**src/rtl/core_div_pkg.sv**
```systemverilog
// core_div_pkg
// Shared types and defaults for the iterative divide unit.
//   div_op_e    : operation encoding driven on op_i (DIV, DIVU, REM, REMU)
//   div_state_e : control states of the divider FSM
//   XLEN_DEF    : default operand/result width
package core_div_pkg;

    localparam int XLEN_DEF = 32;

    typedef enum logic [1:0] {
        DIV  = 2'b00,
        DIVU = 2'b01,
        REM  = 2'b10,
        REMU = 2'b11
    } div_op_e;

    typedef enum logic [1:0] {
        IDLE = 2'b00,
        CALC = 2'b01,
        DONE = 2'b10
    } div_state_e;

endpackage

```
**src/rtl/core_subtractor.sv**
```systemverilog
// core_subtractor
// Ripple-carry subtractor: diff = a - b, built as a + ~b + 1 from a chain of
// full adders.
// Ports:
//   a          : minuend
//   b          : subtrahend
//   diff       : a - b, modulo 2^SIZE
//   no_borrow  : carry out of the chain; 1 means a >= b (unsigned)
module core_subtractor
    import core_div_pkg::*;
#(
    parameter int SIZE = XLEN_DEF + 1
) (
    input  logic [SIZE-1:0] a,
    input  logic [SIZE-1:0] b,
    output logic [SIZE-1:0] diff,
    output logic            no_borrow
);

    logic [SIZE:0] carry;

    // A carry-in of one completes the two's complement of b.
    assign carry[0] = 1'b1;

    for (genvar i = 0; i < SIZE; i++) begin : g_bit
        full_adder u_fa (
            .a    (a[i]),
            .b    (~b[i]),
            .cin  (carry[i]),
            .sum  (diff[i]),
            .cout (carry[i+1])
        );
    end

    assign no_borrow = carry[SIZE];

endmodule

```
**src/rtl/full_adder.sv**
```systemverilog
// full_adder
// One-bit full adder cell used to build the ripple subtractor.
// Ports:
//   a, b  : addend bits
//   cin   : carry in
//   sum   : sum bit
//   cout  : carry out
module full_adder (
    input  logic a,
    input  logic b,
    input  logic cin,
    output logic sum,
    output logic cout
);

    assign sum  = a ^ b ^ cin;
    assign cout = (a & b) | (a & cin) | (b & cin);

endmodule

```
**src/rtl/core_divider.sv**
```systemverilog
// core_divider
// Iterative RV32M divide unit for DIV/DIVU/REM/REMU. Restoring shift-subtract
// on operand magnitudes, one quotient bit per cycle, with the sign applied to
// the result on the way out. Divide-by-zero and signed overflow bypass the
// iteration and complete in one cycle.
// Ports:
//   clk_i    : clock, rising edge
//   rst_ni   : asynchronous active-low reset
//   flush_i  : aborts any in-flight op and drops a pending result
//   valid_i  : request valid
//   ready_o  : unit can accept a request (IDLE only)
//   op_i     : div_op_e encoding
//   a_i      : dividend
//   b_i      : divisor
//   valid_o  : result valid, held until ready_i
//   ready_i  : consumer accepts result
//   result_o : quotient (DIV/DIVU) or remainder (REM/REMU)
module core_divider
    import core_div_pkg::*;
#(
    parameter int XLEN = XLEN_DEF
) (
    input  logic            clk_i,
    input  logic            rst_ni,
    input  logic            flush_i,
    input  logic            valid_i,
    output logic            ready_o,
    input  logic [1:0]      op_i,
    input  logic [XLEN-1:0] a_i,
    input  logic [XLEN-1:0] b_i,
    output logic            valid_o,
    input  logic            ready_i,
    output logic [XLEN-1:0] result_o
);

    localparam int CW = $clog2(XLEN);

    div_state_e      state;
    div_op_e         op_q;
    logic [XLEN-1:0] rem_q;
    logic [XLEN-1:0] quo_q;
    logic [XLEN-1:0] divisor_q;
    logic [CW-1:0]   cnt;
    logic            quo_neg;
    logic            rem_neg;

    logic            is_signed;
    logic            a_neg;
    logic            b_neg;
    logic [XLEN-1:0] a_mag;
    logic [XLEN-1:0] b_mag;
    logic            overflow;
    logic [XLEN:0]   shifted;
    logic [XLEN:0]   diff;
    logic            no_borrow;
    logic            diff_msb_unused;
    logic [XLEN-1:0] quo_fix;
    logic [XLEN-1:0] rem_fix;

    // DIV and REM are the signed encodings (op bit 0 clear).
    assign is_signed = ~op_i[0];
    assign a_neg     = is_signed & a_i[XLEN-1];
    assign b_neg     = is_signed & b_i[XLEN-1];
    assign a_mag     = a_neg ? -a_i : a_i;
    assign b_mag     = b_neg ? -b_i : b_i;
    assign overflow  = is_signed && (a_i == {1'b1, {(XLEN-1){1'b0}}}) && (&b_i);

    // Partial remainder shifted left with the next dividend bit from quo_q.
    // The remainder stays below the divisor, so the difference always fits
    // in XLEN bits whenever there is no borrow.
    assign shifted = {rem_q, quo_q[XLEN-1]};

    core_subtractor #(
        .SIZE (XLEN + 1)
    ) u_sub (
        .a         (shifted),
        .b         ({1'b0, divisor_q}),
        .diff      (diff),
        .no_borrow (no_borrow)
    );

    assign diff_msb_unused = diff[XLEN];

    // Control FSM and datapath registers; flush outranks everything but reset.
    always_ff @(posedge clk_i or negedge rst_ni) begin
        if (!rst_ni) begin
            state     <= IDLE;
            ready_o   <= 1'b1;
            valid_o   <= 1'b0;
            cnt       <= '0;
            op_q      <= DIV;
            rem_q     <= '0;
            quo_q     <= '0;
            divisor_q <= '0;
            quo_neg   <= 1'b0;
            rem_neg   <= 1'b0;
        end else if (flush_i) begin
            state   <= IDLE;
            ready_o <= 1'b1;
            valid_o <= 1'b0;
        end else begin
            case (state)
                IDLE: begin
                    if (valid_i && ready_o) begin
                        op_q    <= div_op_e'(op_i);
                        ready_o <= 1'b0;
                        if (b_i == '0) begin
                            // Architectural divide-by-zero result, no sign fix.
                            quo_q   <= '1;
                            rem_q   <= a_i;
                            quo_neg <= 1'b0;
                            rem_neg <= 1'b0;
                            state   <= DONE;
                            valid_o <= 1'b1;
                        end else if (overflow) begin
                            quo_q   <= {1'b1, {(XLEN-1){1'b0}}};
                            rem_q   <= '0;
                            quo_neg <= 1'b0;
                            rem_neg <= 1'b0;
                            state   <= DONE;
                            valid_o <= 1'b1;
                        end else begin
                            quo_q     <= a_mag;
                            rem_q     <= '0;
                            divisor_q <= b_mag;
                            quo_neg   <= a_neg ^ b_neg;
                            rem_neg   <= a_neg;
                            cnt       <= CW'(XLEN - 1);
                            state     <= CALC;
                        end
                    end
                end
                CALC: begin
                    rem_q <= no_borrow ? diff[XLEN-1:0] : shifted[XLEN-1:0];
                    quo_q <= {quo_q[XLEN-2:0], no_borrow};
                    cnt   <= cnt - 1'b1;
                    if (cnt == '0) begin
                        state   <= DONE;
                        valid_o <= 1'b1;
                    end
                end
                DONE: begin
                    if (ready_i) begin
                        state   <= IDLE;
                        valid_o <= 1'b0;
                        ready_o <= 1'b1;
                    end
                end
                default: begin
                    state   <= IDLE;
                    valid_o <= 1'b0;
                    ready_o <= 1'b1;
                end
            endcase
        end
    end

    // Sign fix on the magnitudes; result is driven only while in DONE.
    always_comb begin
        quo_fix  = quo_neg ? -quo_q : quo_q;
        rem_fix  = rem_neg ? -rem_q : rem_q;
        result_o = '0;
        if (state == DONE) begin
            result_o = (op_q == REM || op_q == REMU) ? rem_fix : quo_fix;
        end
    end

endmodule

```
**config.mk**
```make
export PLATFORM = sky130hd
export DESIGN_NAME = core_divider
export DESIGN_NICKNAME = d
export VERILOG_FILES = /design/src/rtl/core_div_pkg.sv /design/src/rtl/core_subtractor.sv /design/src/rtl/full_adder.sv /design/src/rtl/core_divider.sv
export SDC_FILE = /design/constraint.sdc
export NUM_CORES = 1
export LEC_CHECK = 0
export ABC_CLOCK_PERIOD_IN_PS = 26800
export CAP_MARGIN = 20
export CELL_PAD_IN_SITES_DETAIL_PLACEMENT = 0
export CELL_PAD_IN_SITES_GLOBAL_PLACEMENT = 1
export CORE_ASPECT_RATIO = 1.25
export CORE_UTILIZATION = 25
export CTS_CLUSTER_SIZE = 8
export DETAILED_ROUTE_END_ITERATION = 7
export GPL_TIMING_DRIVEN = 0
export HOLD_SLACK_MARGIN = 0.03
export PLACE_DENSITY = 0.49
export SLEW_MARGIN = 5
export SYNTH_ARGS = -nofsm -noshare
export SYNTH_HDL_FRONTEND = slang
export SYNTH_SLANG_ARGS = --single-unit
```
**constraint.sdc**
```tcl
create_clock -name clk_i -period 26.8 [get_ports clk_i]
set_input_delay 2.68 -clock clk_i [delete_from_list [all_inputs] [get_ports clk_i]]
set_output_delay 2.68 -clock clk_i [all_outputs]
set_load 0.02 [all_outputs]
```
==> flow_metrics.env <==
export IMPL_timing_rr_start="quo_q[31]"
export IMPL_post_dp_cell_area_sq_um=10300
export IMPL_vias=8335
export IMPL_synth_area_per_cell_sq_um=8.17
export IMPL_cts_tree="built"
export IMPL_antenna_found_initial=0
export IMPL_area_growth_pct=22.9
export IMPL_post_synth_instance_area_sq_um=8690
export IMPL_final_hold_viol_count=0
export IMPL_cts_resized=0
export IMPL_ys_warn_count=0
export IMPL_min_period_ns=14.46
export IMPL_critPathKind="flop to flop"
export IMPL_viasPerCell=5.04
export IMPL_hold_buffers=0
export IMPL_drc=2
export IMPL_slew_headroom_pct=36.9
export IMPL_min_path_type="flop to flop"
export IMPL_min_period_over_period_pct=54.0
export IMPL_status="complete, but fails checks"
export IMPL_worst_slew_pin_slew_ns=0.944
export IMPL_fin_skew_ns=0.00811
export IMPL_max_cap_violations=0
export IMPL_setup_tns_ns=0
export IMPL_p_leak_uw=0.00401
export IMPL_crit_fanout=10
export IMPL_endpoint_kind="flop"
export IMPL_diodes=0
export IMPL_drt_first_pass_iters=7
export IMPL_yosysSeqAreaShare_pct=31.1
export IMPL_grt_ovfl_total=0
export IMPL_setup_viol_count_final=0
export IMPL_critPathLaunchType="flop"
export IMPL_die_height_um=210
export IMPL_numPortBuffers=104
export IMPL_start_util_pct=25.3
export IMPL_hpwl_um=29600
export IMPL_cts_root_buf="clkbuf_16"
export IMPL_netlist_instances=1064
export IMPL_wl_per_cell_um=22.0
export IMPL_final_cell_area_sq_um=10700
export IMPL_hold_end="divisor_q[31]"
export IMPL_drt_iter0_drc=440
export IMPL_synthesis_nets=1174
export IMPL_required_ns=27.04
export IMPL_seqCellArea_sq_um=2700
export IMPL_core_area_sq_um=34300
export IMPL_cp_slowest_cell="dfrtp_1"
export IMPL_post_cts_setup_buffer_count=0
export IMPL_min_from="divisor_q[31]"
export IMPL_numCtsBuffers=9
export IMPL_async_flop_share_pct=100
export IMPL_grt_pass1_wl_um=55300
export IMPL_cp_depth=40
export IMPL_final_nets=1290
export IMPL_clockBufferDepth=2
export IMPL_p_per_area_nw_per_um2=114
export IMPL_row_count=76
export IMPL_yosysUniqueCellTypes=64
export IMPL_whs_path_depth=2
export IMPL_detail_route_antenna_nets=0
export IMPL_multi_input_area_sq_um=5550
export IMPL_max_stage_delay_ns=0.48
export IMPL_routed_wl_um=36300
export IMPL_gp_congestion=0.843
export IMPL_rr_endpoint="rem_q[25]"
export IMPL_cp_common_cell="fa_1"
export IMPL_fmax_mhz=69.1
export IMPL_rsz0062_at_grt="false"
export IMPL_first_global_vias=8530
export IMPL_htree_levels=3
export IMPL_fp_dieArea_sq_um=35500
export IMPL_clk_pin_slew_ns=0.08
export IMPL_drv_slew=0
export IMPL_drive_gt1_share_pct=4.22
export IMPL_r2r_setup_slack_ns=12.34
export IMPL_fillers=3709
export IMPL_synth_edf_count=0
export IMPL_path_delay_family="adder cells"
export IMPL_grt_max_degree=63
export IMPL_crit_arrival_ns=14.70
export IMPL_reg2regPathDepth=40
export IMPL_grtUsageTotal_pct=21.0
export IMPL_failed_checks="design-rule violations"
export IMPL_critPathBufInv=3
export IMPL_ir_worst_vdd_uv=35.4
export IMPL_die_w_um=169
export IMPL_cts_sinks=108
export IMPL_synthFlopType="dfrtp_1"
export IMPL_io_pins=105
export IMPL_synth_seq_cells=108
export IMPL_clkLatencyLatePin_ns=0.37
cell usage after synthesis, types with 2 or more instances:
cell type	instances	area share (%)
nand4_1	13	0.94
or4b_4	2	0.32
o21ai_1	6	0.35
and3_1	4	0.29
a31oi_1	4	0.29
o41ai_1	10	1.0
dfrtp_1	107	31
a21oi_1	76	4.4
nor4_1	13	0.94
xor2_1	34	3.4
nor2b_1	7	0.50
or4_1	11	0.95
a211o_1	2	0.20
fa_1	31	7.1
clkbuf_2	2	0.12
o22ai_1	20	1.4
buf_1	3	0.13
o31ai_1	22	1.9
inv_1	46	2.0
or3_1	23	1.7
ha_1	8	1.2
a211oi_1	13	1.1
a22oi_1	10	0.86
o21ai_0	138	7.9
a221oi_1	31	3.1
o41ai_2	2	0.37
or2_2	4	0.29
xnor2_1	80	8.1
buf_2	11	0.63
clkbuf_1	47	2.0
nand3_1	10	0.58
mux2i_1	5	0.58
nor2_1	72	3.1
nand4b_1	2	0.20
nand2b_1	9	0.65
nand2_1	142	6.1
nor3_1	17	0.98
worst max-delay path by stage:
stage | from | endpoint | slack [ns]
2_1_floorplan | quo_q[31] | rem_q[22] | 13.72
3_3_place_gp | quo_q[31] | rem_q[26] | 12.34
3_5_place_dp | quo_q[31] | rem_q[25] | 12.33
4_1_cts | quo_q[31] | rem_q[25] | 12.32
5_1_grt | quo_q[31] | rem_q[25] | 11.85
6_report | quo_q[31] | rem_q[25] | 12.34
cells by family (layout without fill, tap and decap cells):
| logic type | after synthesis | after routing | share of synthesized area (%) |
|---|---|---|---|
| AO/OA/AOI/OAI | 350 | 350 | 24.9 |
| AND/OR/NAND/NOR | 337 | 337 | 18.6 |
| XOR/XNOR | 114 | 114 | 11.5 |
| buffers and inverters | 111 | 232 | 5.03 |
| flip-flops | 108 | 108 | 31.1 |
| adder cells (fa/ha/maj) | 39 | 39 | 8.29 |
| multiplexers | 5 | 5 | 0.576 |
sequential cells by signal, indices dropped and copies added, names as in the netlist:
register / count
divisor_q: 32
quo_q: 32
rem_q: 32
cnt: 5
state: 2
op_q: 1
quo_neg: 1
ready_o: 1
rem_neg: 1
valid_o: 1
per-layer routing:
metal	up-vias	wire [um]	track usage, %
met5	-	0	0
met2	190	18000	36.5
met4	0	742	5.96
li1	4048	-	-
met1	4064	16700	27.5
met3	33	944	1.88
worst register-to-register path, delay by kind of cell (launching register included):
| family | cells | cell delay, ns |
|---|---|---|
| AO/OA/AOI/OAI | 3 | 0.46 |
| AND/OR/NAND/NOR | 2 | 0.40 |
| buffers and inverters | 3 | 0.69 |
| flip-flops | 1 | 0.48 |
| adder cells (fa/ha/maj) | 32 | 12.29 |
cell usage in the layout, fill, tap and decap left out, types with 6 or more instances in the layout:
master / instances
nor3_1: 16
o21ai_0: 138
xnor2_1: 80
a21oi_1: 76
or4_1: 11
dfrtp_1: 107
inv_1: 46
nand3_1: 10
ha_1: 8
xor2_1: 34
o21ai_1: 6
fa_1: 31
nor2b_1: 7
nand4_1: 13
clkdlybuf4s50_1: 103
a221oi_1: 31
a22oi_1: 10
buf_2: 11
o22ai_1: 20
nor2_1: 72
clkbuf_1: 47
nand2_1: 142
or3_1: 23
a211oi_1: 13
o31ai_1: 22
nand2b_1: 9
clkbuf_16: 9
nor4_1: 13
o41ai_1: 10
metrics by stage:
stage               worst slack [ns]  utilization, %  total power, uW  hold WS (ns)  instances
global route                   11.85            31.1             1330         0.539       1653
finish                         12.34            31.1             1210         0.491       1653
detailed placement             12.33            30.2             1070         0.484       1637
CTS                            12.32            31.1             1230         0.502       1653
floorplan                      13.72               -              791         0.450       1064
global placement               12.34            30.1             1070         0.465       1636
where the power goes:
| part | switching [uW] | internal (uW) |
|---|---|---|
| Combinational | 453 | 265 |
| Sequential | 99.4 | 243 |
| Clock | 68.2 | 84.7 |
| Total | 621 | 593 |
final cells by class:
type                       count  share of cell area [%]
clock inverter                 6                   0.820
buffer                        64                    2.44
tap                          468                    5.48
inverter                      47                    1.65
clock buffer                  10                    2.24
timing repair buffer         105                    10.0
multi-input combinational    845                    52.0
sequential                   108                    25.3
Power figures use the tool's default switching activity.
